[config.mk]
export PLATFORM = sky130hd
export DESIGN_NAME = led_pattern_gen
export DESIGN_NICKNAME = d
export VERILOG_FILES = /design/src/rtl/led_pattern_gen.sv
export SDC_FILE = /design/constraint.sdc
export NUM_CORES = 1
export LEC_CHECK = 0
export ABC_AREA = 0
export CAP_MARGIN = 10
export CORE_AREA = 2 2 101 84
export DETAILED_ROUTE_END_ITERATION = 10
export DIE_AREA = 0 0 103 86
export PLACE_DENSITY_LB_ADDON = 0.2
export SETUP_SLACK_MARGIN = 0.15
export SYNTH_ARGS = -nofsm -noshare
export SYNTH_HDL_FRONTEND = slang
export SYNTH_SLANG_ARGS = --single-unit
[constraint.sdc]
create_clock -name clk -period 4.9 [get_ports clk]
set_clock_uncertainty 0.2 [all_clocks]
set_input_delay 0.98 -clock clk [delete_from_list [all_inputs] [get_ports clk]]
set_output_delay 0.98 -clock clk [all_outputs]
set_load 0.005 [all_outputs]
[src/rtl/led_pattern_gen.sv]
// LED pattern generator: shift / bounce / blink / count patterns advanced by a
// programmable tick divider, with a global PWM brightness stage on the outputs.
module led_pattern_gen #(
    parameter int unsigned LED_NUM  = 4,
    parameter int unsigned TICK_DIV = 50_000_000,
    parameter int unsigned PWM_W    = 8
) (
    input  logic               clk,
    input  logic               rst,
    input  logic               en,
    input  logic [1:0]         mode,
    input  logic [PWM_W-1:0]   brightness,
    output logic [LED_NUM-1:0] pattern,
    output logic               tick,
    output logic [LED_NUM-1:0] led
);

    typedef enum logic [1:0] {
        SHIFT  = 2'd0,
        BOUNCE = 2'd1,
        BLINK  = 2'd2,
        COUNT  = 2'd3
    } mode_t;

    typedef enum logic {
        UP   = 1'b0,
        DOWN = 1'b1
    } dir_t;

    localparam int unsigned        CNT_W    = (TICK_DIV > 1) ? $clog2(TICK_DIV) : 1;
    localparam logic [CNT_W-1:0]   CNT_LAST = CNT_W'(TICK_DIV - 1);
    localparam logic [PWM_W-1:0]   PWM_LAST = PWM_W'((64'd1 << PWM_W) - 64'd2);
    localparam logic [LED_NUM-1:0] PAT_ONE  = LED_NUM'(1);

    mode_t              mode_in;
    mode_t              mode_q;
    dir_t               dir;
    dir_t               dir_next;
    logic [CNT_W-1:0]   cnt;
    logic [PWM_W-1:0]   pwm_cnt;
    logic [LED_NUM-1:0] pat_next;
    logic [LED_NUM-1:0] pat_init;

    assign mode_in = mode_t'(mode);

    always_comb begin
        case (mode_in)
            BLINK:   pat_init = '1;
            COUNT:   pat_init = '0;
            default: pat_init = PAT_ONE;
        endcase
    end

    always_comb begin
        pat_next = pattern;
        dir_next = dir;
        case (mode_q)
            SHIFT:  pat_next = (pattern << 1) | (pattern >> (LED_NUM - 1));
            BOUNCE: begin
                // A single LED has nowhere to bounce; it simply stays lit.
                if (LED_NUM > 1) begin
                    if (dir == UP) begin
                        if (pattern[LED_NUM-1]) begin
                            dir_next = DOWN;
                            pat_next = pattern >> 1;
                        end else begin
                            pat_next = pattern << 1;
                        end
                    end else begin
                        if (pattern[0]) begin
                            dir_next = UP;
                            pat_next = pattern << 1;
                        end else begin
                            pat_next = pattern >> 1;
                        end
                    end
                end
            end
            BLINK:   pat_next = ~pattern;
            default: pat_next = pattern + PAT_ONE;
        endcase
    end

    // Mode reload wins over a coincident tick and runs even while frozen.
    always_ff @(posedge clk or posedge rst) begin
        if (rst) begin
            cnt     <= '0;
            mode_q  <= SHIFT;
            pattern <= PAT_ONE;
            dir     <= UP;
            tick    <= 1'b0;
        end else if (mode_in != mode_q) begin
            mode_q  <= mode_in;
            cnt     <= '0;
            tick    <= 1'b0;
            dir     <= UP;
            pattern <= pat_init;
        end else if (en) begin
            if (cnt == CNT_LAST) begin
                cnt     <= '0;
                tick    <= 1'b1;
                pattern <= pat_next;
                dir     <= dir_next;
            end else begin
                cnt  <= cnt + CNT_W'(1);
                tick <= 1'b0;
            end
        end else begin
            tick <= 1'b0;
        end
    end

    always_ff @(posedge clk or posedge rst) begin
        if (rst) begin
            pwm_cnt <= '0;
            led     <= '0;
        end else begin
            pwm_cnt <= (pwm_cnt == PWM_LAST) ? '0 : pwm_cnt + PWM_W'(1);
            led     <= pattern & {LED_NUM{pwm_cnt < brightness}};
        end
    end

endmodule

==> reports/qor.yml, run 1 <==
setup_path:
  criticalPathCategory: "in -> reg"
  cp-start-kind: "primary input"
  cpPeakStageDelay_ns: 0.70
  crit_buf_inv: 1
  cp-end-kind: "flip-flop"
  cpMaxStageDelayCell: "a211oi_1"
  crit_required_ns: 4.93
  crit_chain: "clkdlybuf4s50_1, xnor2_1, nand2_1, a211oi_1, a21bo_2, a31oi_1"
  crit_arrival_ns: 3.26
  crit_family: "compound AO/OA/AOI/OAI gates"
  critPathMaxFanout: 8
clock_tree:
  cts.sinks: 46
  post_cts_resized: 0
  cts_buffer_depth: 2
  numCtsBuffers: 5
  ctsHtreeMaxLevel: 2
  clk_pin_slew_ns: 0.09
  clk_latency_ns: 0.31
  hold_buffers: 0
  cts_setup_buffers: 0
  cts_tree: "done"
  cts_root_buf: "clkbuf_8"
timing:
  rsz0062_at_grt: "false"
  tightestPinTransition_ns: 0.978
  whs_ns: 0.315
  setup_viol: 0
  final.setup.tns_ns: 0
  fin_crit_sh: 0.659
  min_period_ns: 3.23
  slew-limit-headroom: 0.347
  fmax_ghz: 0.310
  hold_violations: 0
  maxSlewViolCount: 0
logic_synthesis:
  synth_top_area_frac: 0.420
  synth-seq-cells: 46
  synth_cell_types: 45
  synth_area_um2: 2680
  syn_inst: 291
  yosys_warnings: 0
  synth_ff_type: "dfrtp_1"
  synth_common_cells: "45 x dfrtp_1, 33 x nor2_1, 20 x xnor2_1"
  synth_edf_count: 0
  synth_seq_area_share: 0.429
  async_flop_share: 1.00
  synth_area_leader_cell: "dfrtp_1"
  synth_area_leaders: "dfrtp_1 42%, xnor2_1 6.5%, ha_1 5.6%"
  synth_most_common_cell: "dfrtp_1"
  syn_area_per_cell_um2: 9.22
  synth_nets: 316
floorplan:
  die_x_um: 103
  die_area_um2: 8860
  rows: 29
  start_util: 0.346
  die_h_um: 86
  coreArea_um2: 7760
  io_pins: 22
detailed_routing:
  dr.pass1.iters: 4
  ant_nets: 0
  wl_per_cell_um: 13.6
  drc: 0
  vias_per_cell: 5.06
  vias: 2104
  drt_iter0_drc: 95
  drt_wl_total_mm: 5.66
power_and_ir_drop:
  peakVddDrop_v: 0.000117
  power.density_nw_per_um2: 268
  power_leakage_nw: 1.24
  fin_total_pwr_w: 0.000828
finish:
  fillers: 802
  synthToLayoutAreaGrowth_pct: 15.1
  layout.nets: 332
  final_cells: 416
  utilization: 0.398
  drive_above_1_share: 0.0584
  diodes: 0
worst_hold_path:
  hold_class: "reg -> reg"
global_route:
  overflow: 0
  grt_pass1_vias: 2006
  grt_max_degree: 47
  grtUsageTotal: 0.141
  grt_pass1_wl_mm: 9.87
  antenna_found_initial: 0
placement:
  io_buffers: 21
  gp_congestion: 0.746
  dp_hpwl_mm: 3.90
  dp_cells: 408
job:
  max_cap_viol_count: 0
status:
  outcome: "finished, final reports clean"
-- final timing paths --
path / start / to / slack, ns / cells past startpoint
hold reg to reg: cnt[25]$_DFFE_PP0P_ / cnt[25]$_DFFE_PP0P_ / 0.31 / 1
setup / recovery: mode[1] / cnt[25]$_DFFE_PP0P_ / 1.67 / 6
hold / removal: cnt[25]$_DFFE_PP0P_ / cnt[25]$_DFFE_PP0P_ / 0.31 / 1
max in group asynchronous: rst / pattern[1]$_DFFE_PP0P_ / 2.87 / 2
min in group asynchronous: rst / cnt[14]$_DFFE_PP0P_ / 1.03 / 2
setup reg to reg: mode_q[1]$_DFFE_PP0N_ / cnt[25]$_DFFE_PP0P_ / 2.33 / 5
-- cell type report --
cell class	instances	area (µm²)	area share
multi-input cells	214	1410	0.456
flip-flops and latches	46	1150	0.373
repair buffers	21	210	0.0681
well taps	108	135	0.0438
clock buffers	6	72.6	0.0235
inverters	19	71.3	0.0231
clock inverters	2	37.5	0.0122
-- through the flow --
stage	setup slack, ns	cell area, µm²
after global placement	1.44	2980
after floorplan	2.14	2680
after global routing	1.40	3090
final	1.67	3090
after detailed placement	1.36	2980
after CTS	1.68	3090
-- metal layers --
metal | routed length [µm] | track usage | part of all wire | vias to the layer above
met2 | 2340 | 0.198 | 0.41 | 36
met3 | 231 | 0.0367 | 0.041 | 6
met1 | 3030 | 0.213 | 0.53 | 989
li1 | - | - | - | 1073
met4 | 60 | 0.0359 | 0.011 | 0
met5 | 0 | 0 | 0 | -
-- cell usage in the layout, fill, tap and decap left out, types with 4 or more instances in the layout --
cell type and instances:
a31oi_1 9, nand2_1 12, xor2_1 6, nand4_1 6, and3_1 4, nor4_1 8
a21oi_1 17, nor3_1 6, and4_1 4, clkdlybuf4s50_1 21, nor2_1 33, or3_1 6
ha_1 12, inv_1 18, clkbuf_8 5, nand3_1 17, a211oi_1 4, dfrtp_1 45
xnor2_1 20, nand2b_1 7, o21ai_0 11
-- report_power, final --
| group | switching, W | internal (W) |
|---|---|---|
| Sequential | 0.0000224 | 0.000395 |
| Clock | 0.000136 | 0.000152 |
| Combinational | 0.0000602 | 0.0000619 |
-- registers in the layout, indices dropped and copies added, names as in the netlist --
signal   cells
cnt         26
pattern      4
led          4
mode_q       2
dir          1
tick         1
pwm_cnt      8
-- worst register-to-register path, cell delays in order, from the launching register on --
cell and delay [ns]:
dfrtp_1 0.56, xnor2_1 0.33, nand2_1 0.25, a211oi_1 0.71
a21bo_2 0.30, a31oi_1 0.16
-- cells by family (layout without fill, tap and decap cells) --
| kind of cell | Yosys count | after routing | share of synthesized area |
|---|---|---|---|
| and+or+nand+nor | 115 | 115 | 0.234 |
| AOI/OAI and AO/OA | 58 | 58 | 0.138 |
| DFF | 46 | 46 | 0.429 |
| buffers and inverters | 31 | 48 | 0.0457 |
| xor gates and xnor gates | 26 | 26 | 0.0848 |
| adders and majority gates | 12 | 12 | 0.0559 |
| muxes | 3 | 3 | 0.0121 |
(Power assumes the default switching activity.)
==> run 2, diff against run 1 <==
==> constraint.sdc (replaced) <==
create_clock -name clk -period 2.75 [get_ports clk]
set_clock_uncertainty 0.2 [all_clocks]
set_input_delay 0.55 -clock clk [delete_from_list [all_inputs] [get_ports clk]]
set_output_delay 0.55 -clock clk [all_outputs]
set_load 0.005 [all_outputs]
==> run 2 against run 1 <==
Setup slack worse by 1.4 ns. Cell area is 3.6% higher. Sequential share of layout area is 1.3 points lower.
==> reports/qor.yml, run 2 (synthesized netlist as in run 1, its figures left out) <==
power_and_ir_drop:
  peakVddDrop_v: 0.000205  # +75%
  pwr-share-comb: 0.148  # about the same
  power_leakage_nw: 1.31  # +5.5%
  seq_power_share: 0.468  # -0.036
  power.density_nw_per_um2: 495  # +85%
  clock_power_share: 0.385  # +0.036
  intPower_w: 0.00119  # +95%
  p_switching_w: 0.000395  # +81%
  switching_share: 0.250  # -0.0147
finish:
  register_area_um2: 1150  # unchanged
  top_register: "cnt"
  multiInputGateArea_um2: 1410  # unchanged
  layout_commonest_cell: "dfrtp_1"
  final_cells: 427  # +2.6%
  diodes: 0  # unchanged
  layout.nets: 343  # +3.3%
  final_cell_mix: "45 x dfrtp_1, 33 x nor2_1, 21 x clkdlybuf4s50_1"
  fillers: 787  # -1.9%
  synthToLayoutAreaGrowth_pct: 19.2
  largest_register_ffs: 26  # unchanged
  drive_above_1_share: 0.0940  # +0.0356
  top_regs: "cnt x26, pwm_cnt x8"
floorplan:
  die_h_um: 86  # unchanged
  rows: 29  # unchanged
  die_x_um: 103  # unchanged
  coreArea_um2: 7760  # unchanged
  start_util: 0.346  # unchanged
  die_area_um2: 8860  # unchanged
  io_pins: 22  # unchanged
setup_path:
  path_depth: 5  # -1
  r2r_start: "cnt[8]$_DFFE_PP0P_"
  crit_chain: "or4b_4, nor4_4, a31o_2, buf_4, a21oi_1"
  cp-start-kind: "flip-flop"
  cpPeakStageDelay_ns: 0.57  # -0.13 ns
  setup.worst_path.end: "cnt[5]$_DFFE_PP0P_"
  crit_arrival_ns: 2.43  # -0.83 ns
  r2r_setup_slack_ns: 0.31  # -2.02 ns
  cp-end-kind: "flip-flop"
  crit_buf_inv: 1  # unchanged
  critPathMaxFanout: 18  # +10
  criticalPathCategory: "reg -> reg"
  cpMaxStageDelayCell: "or4b_4"
  r2r_cells: 5  # unchanged
  crit_family: "simple AND/OR/NAND/NOR gates"
  r2r_end: "cnt[5]$_DFFE_PP0P_"
  crit_path_start: "cnt[8]$_DFFE_PP0P_"
  crit_required_ns: 2.74  # -2.19 ns
detailed_routing:
  drc: 0  # unchanged
  vias: 2148  # +2.1%
  dr.pass1.iters: 4  # unchanged
  drt_iter0_drc: 99  # +4.2%
  vias_per_cell: 5.03  # -0.54%
  drt_wl_total_mm: 5.74  # +1.5%
  wl_per_cell_um: 13.4  # -1.1%
  ant_nets: 0  # unchanged
timing:
  setup_viol: 0  # unchanged
  fin_crit_sh: 0.887
  final.setup.tns_ns: 0  # unchanged
  fmax_ghz: 0.410
  tightestPinTransition_ns: 0.579  # -0.399 ns
  hold_violations: 0  # unchanged
  maxSlewViolCount: 0  # unchanged
  slew-limit-headroom: 0.610  # +0.263
  min_period_ns: 2.44
  rsz0062_at_grt: "false"
clock_tree:
  numCtsBuffers: 5  # unchanged
  post_cts_resized: 0  # unchanged
  cts_buffer_depth: 2  # unchanged
  clk_pin_slew_ns: 0.09  # about the same
  cts.sinks: 46  # unchanged
  cts_root_buf: "clkbuf_8"
  cts_setup_buffers: 0  # unchanged
  hold_buffers: 0  # unchanged
  clk_latency_ns: 0.30  # about the same
  cts_tree: "done"
  ctsHtreeMaxLevel: 2  # unchanged
global_route:
  overflow: 0  # unchanged
  grt_pass1_wl_mm: 9.83  # -0.35%
  antenna_found_initial: 0  # unchanged
  grtUsageTotal: 0.142  # +0.00131
  grt_pass1_vias: 1960  # -2.3%
  grt_max_degree: 25  # -47%
placement:
  io_buffers: 21  # unchanged
  dp_hpwl_mm: 4.20  # +7.5%
  dp_cells: 419  # +2.7%
  gp_congestion: 0.821  # +10%
status:
  outcome: "finished, final reports clean"
worst_hold_path:
  worst_hold_path.num_cells: 1  # unchanged
  hold_class: "reg -> reg"
job:
  max_cap_viol_count: 0  # unchanged
-- run 2: cell count changes in the layout (fill, tap and decap cells not counted), sizes merged --
cell,delta
clkinv,+1
bufinv,+1
clkinvlp,-1
buf,+11
clkbuf,-1
-- run 2: area by class of cell --
type	count	share of cell area
Tap cell	108	0.0423
Sequential cell	46	0.360
Clock inverter	3	0.0215
Multi-Input combinational cell	214	0.441
Inverter	19	0.0223
Clock buffer	5	0.0215
Timing Repair Buffer	32	0.0915
-- run 2: metrics by stage --
| step | area, µm² | setup slack [ns] | utilization | hold WS (ns) | power [W] |
|---|---|---|---|---|---|
| floorplan | 2680 | 0.421 | - | 0.242 | 0.000881 |
| global placement | 3060 | 0.119 | 0.394 | 0.285 | 0.000990 |
| detailed placement | 3060 | 0.103 | 0.394 | 0.304 | 0.000991 |
| CTS | 3200 | 0.286 | 0.412 | 0.317 | 0.00161 |
| global route | 3200 | 0.208 | 0.412 | 0.332 | 0.00166 |
| finish | 3200 | 0.310 | 0.412 | 0.318 | 0.00158 |
-- run 2: power groups by stage --
stage | Combinational (W) | Sequential, W | Clock [W]
global route | 0.000264 | 0.000747 | 0.000652
floorplan | 0.000142 | 0.000739 | 0
global placement | 0.000235 | 0.000755 | 0
finish | 0.000234 | 0.000741 | 0.000609
detailed placement | 0.000237 | 0.000754 | 0
CTS | 0.000238 | 0.000741 | 0.000628
-- run 2: per-layer routing --
metal	part of all wire	GRT usage
met2	0.41	0.191
met4	0.013	0.0502
met5	0	0
met3	0.039	0.0277
met1	0.54	0.223
-- run 2: worst min path at each step --
| stage | start | end | slack, ns |
|---|---|---|---|
| 2_1_floorplan | cnt[25]$_DFFE_PP0P_ | cnt[25]$_DFFE_PP0P_ | 0.24 |
| 6_report | cnt[25]$_DFFE_PP0P_ | cnt[25]$_DFFE_PP0P_ | 0.32 |
| 3_3_place_gp | cnt[25]$_DFFE_PP0P_ | cnt[25]$_DFFE_PP0P_ | 0.28 |
| 5_1_grt | cnt[25]$_DFFE_PP0P_ | cnt[25]$_DFFE_PP0P_ | 0.33 |
| 4_1_cts | cnt[25]$_DFFE_PP0P_ | cnt[25]$_DFFE_PP0P_ | 0.32 |
| 3_5_place_dp | cnt[25]$_DFFE_PP0P_ | cnt[25]$_DFFE_PP0P_ | 0.30 |
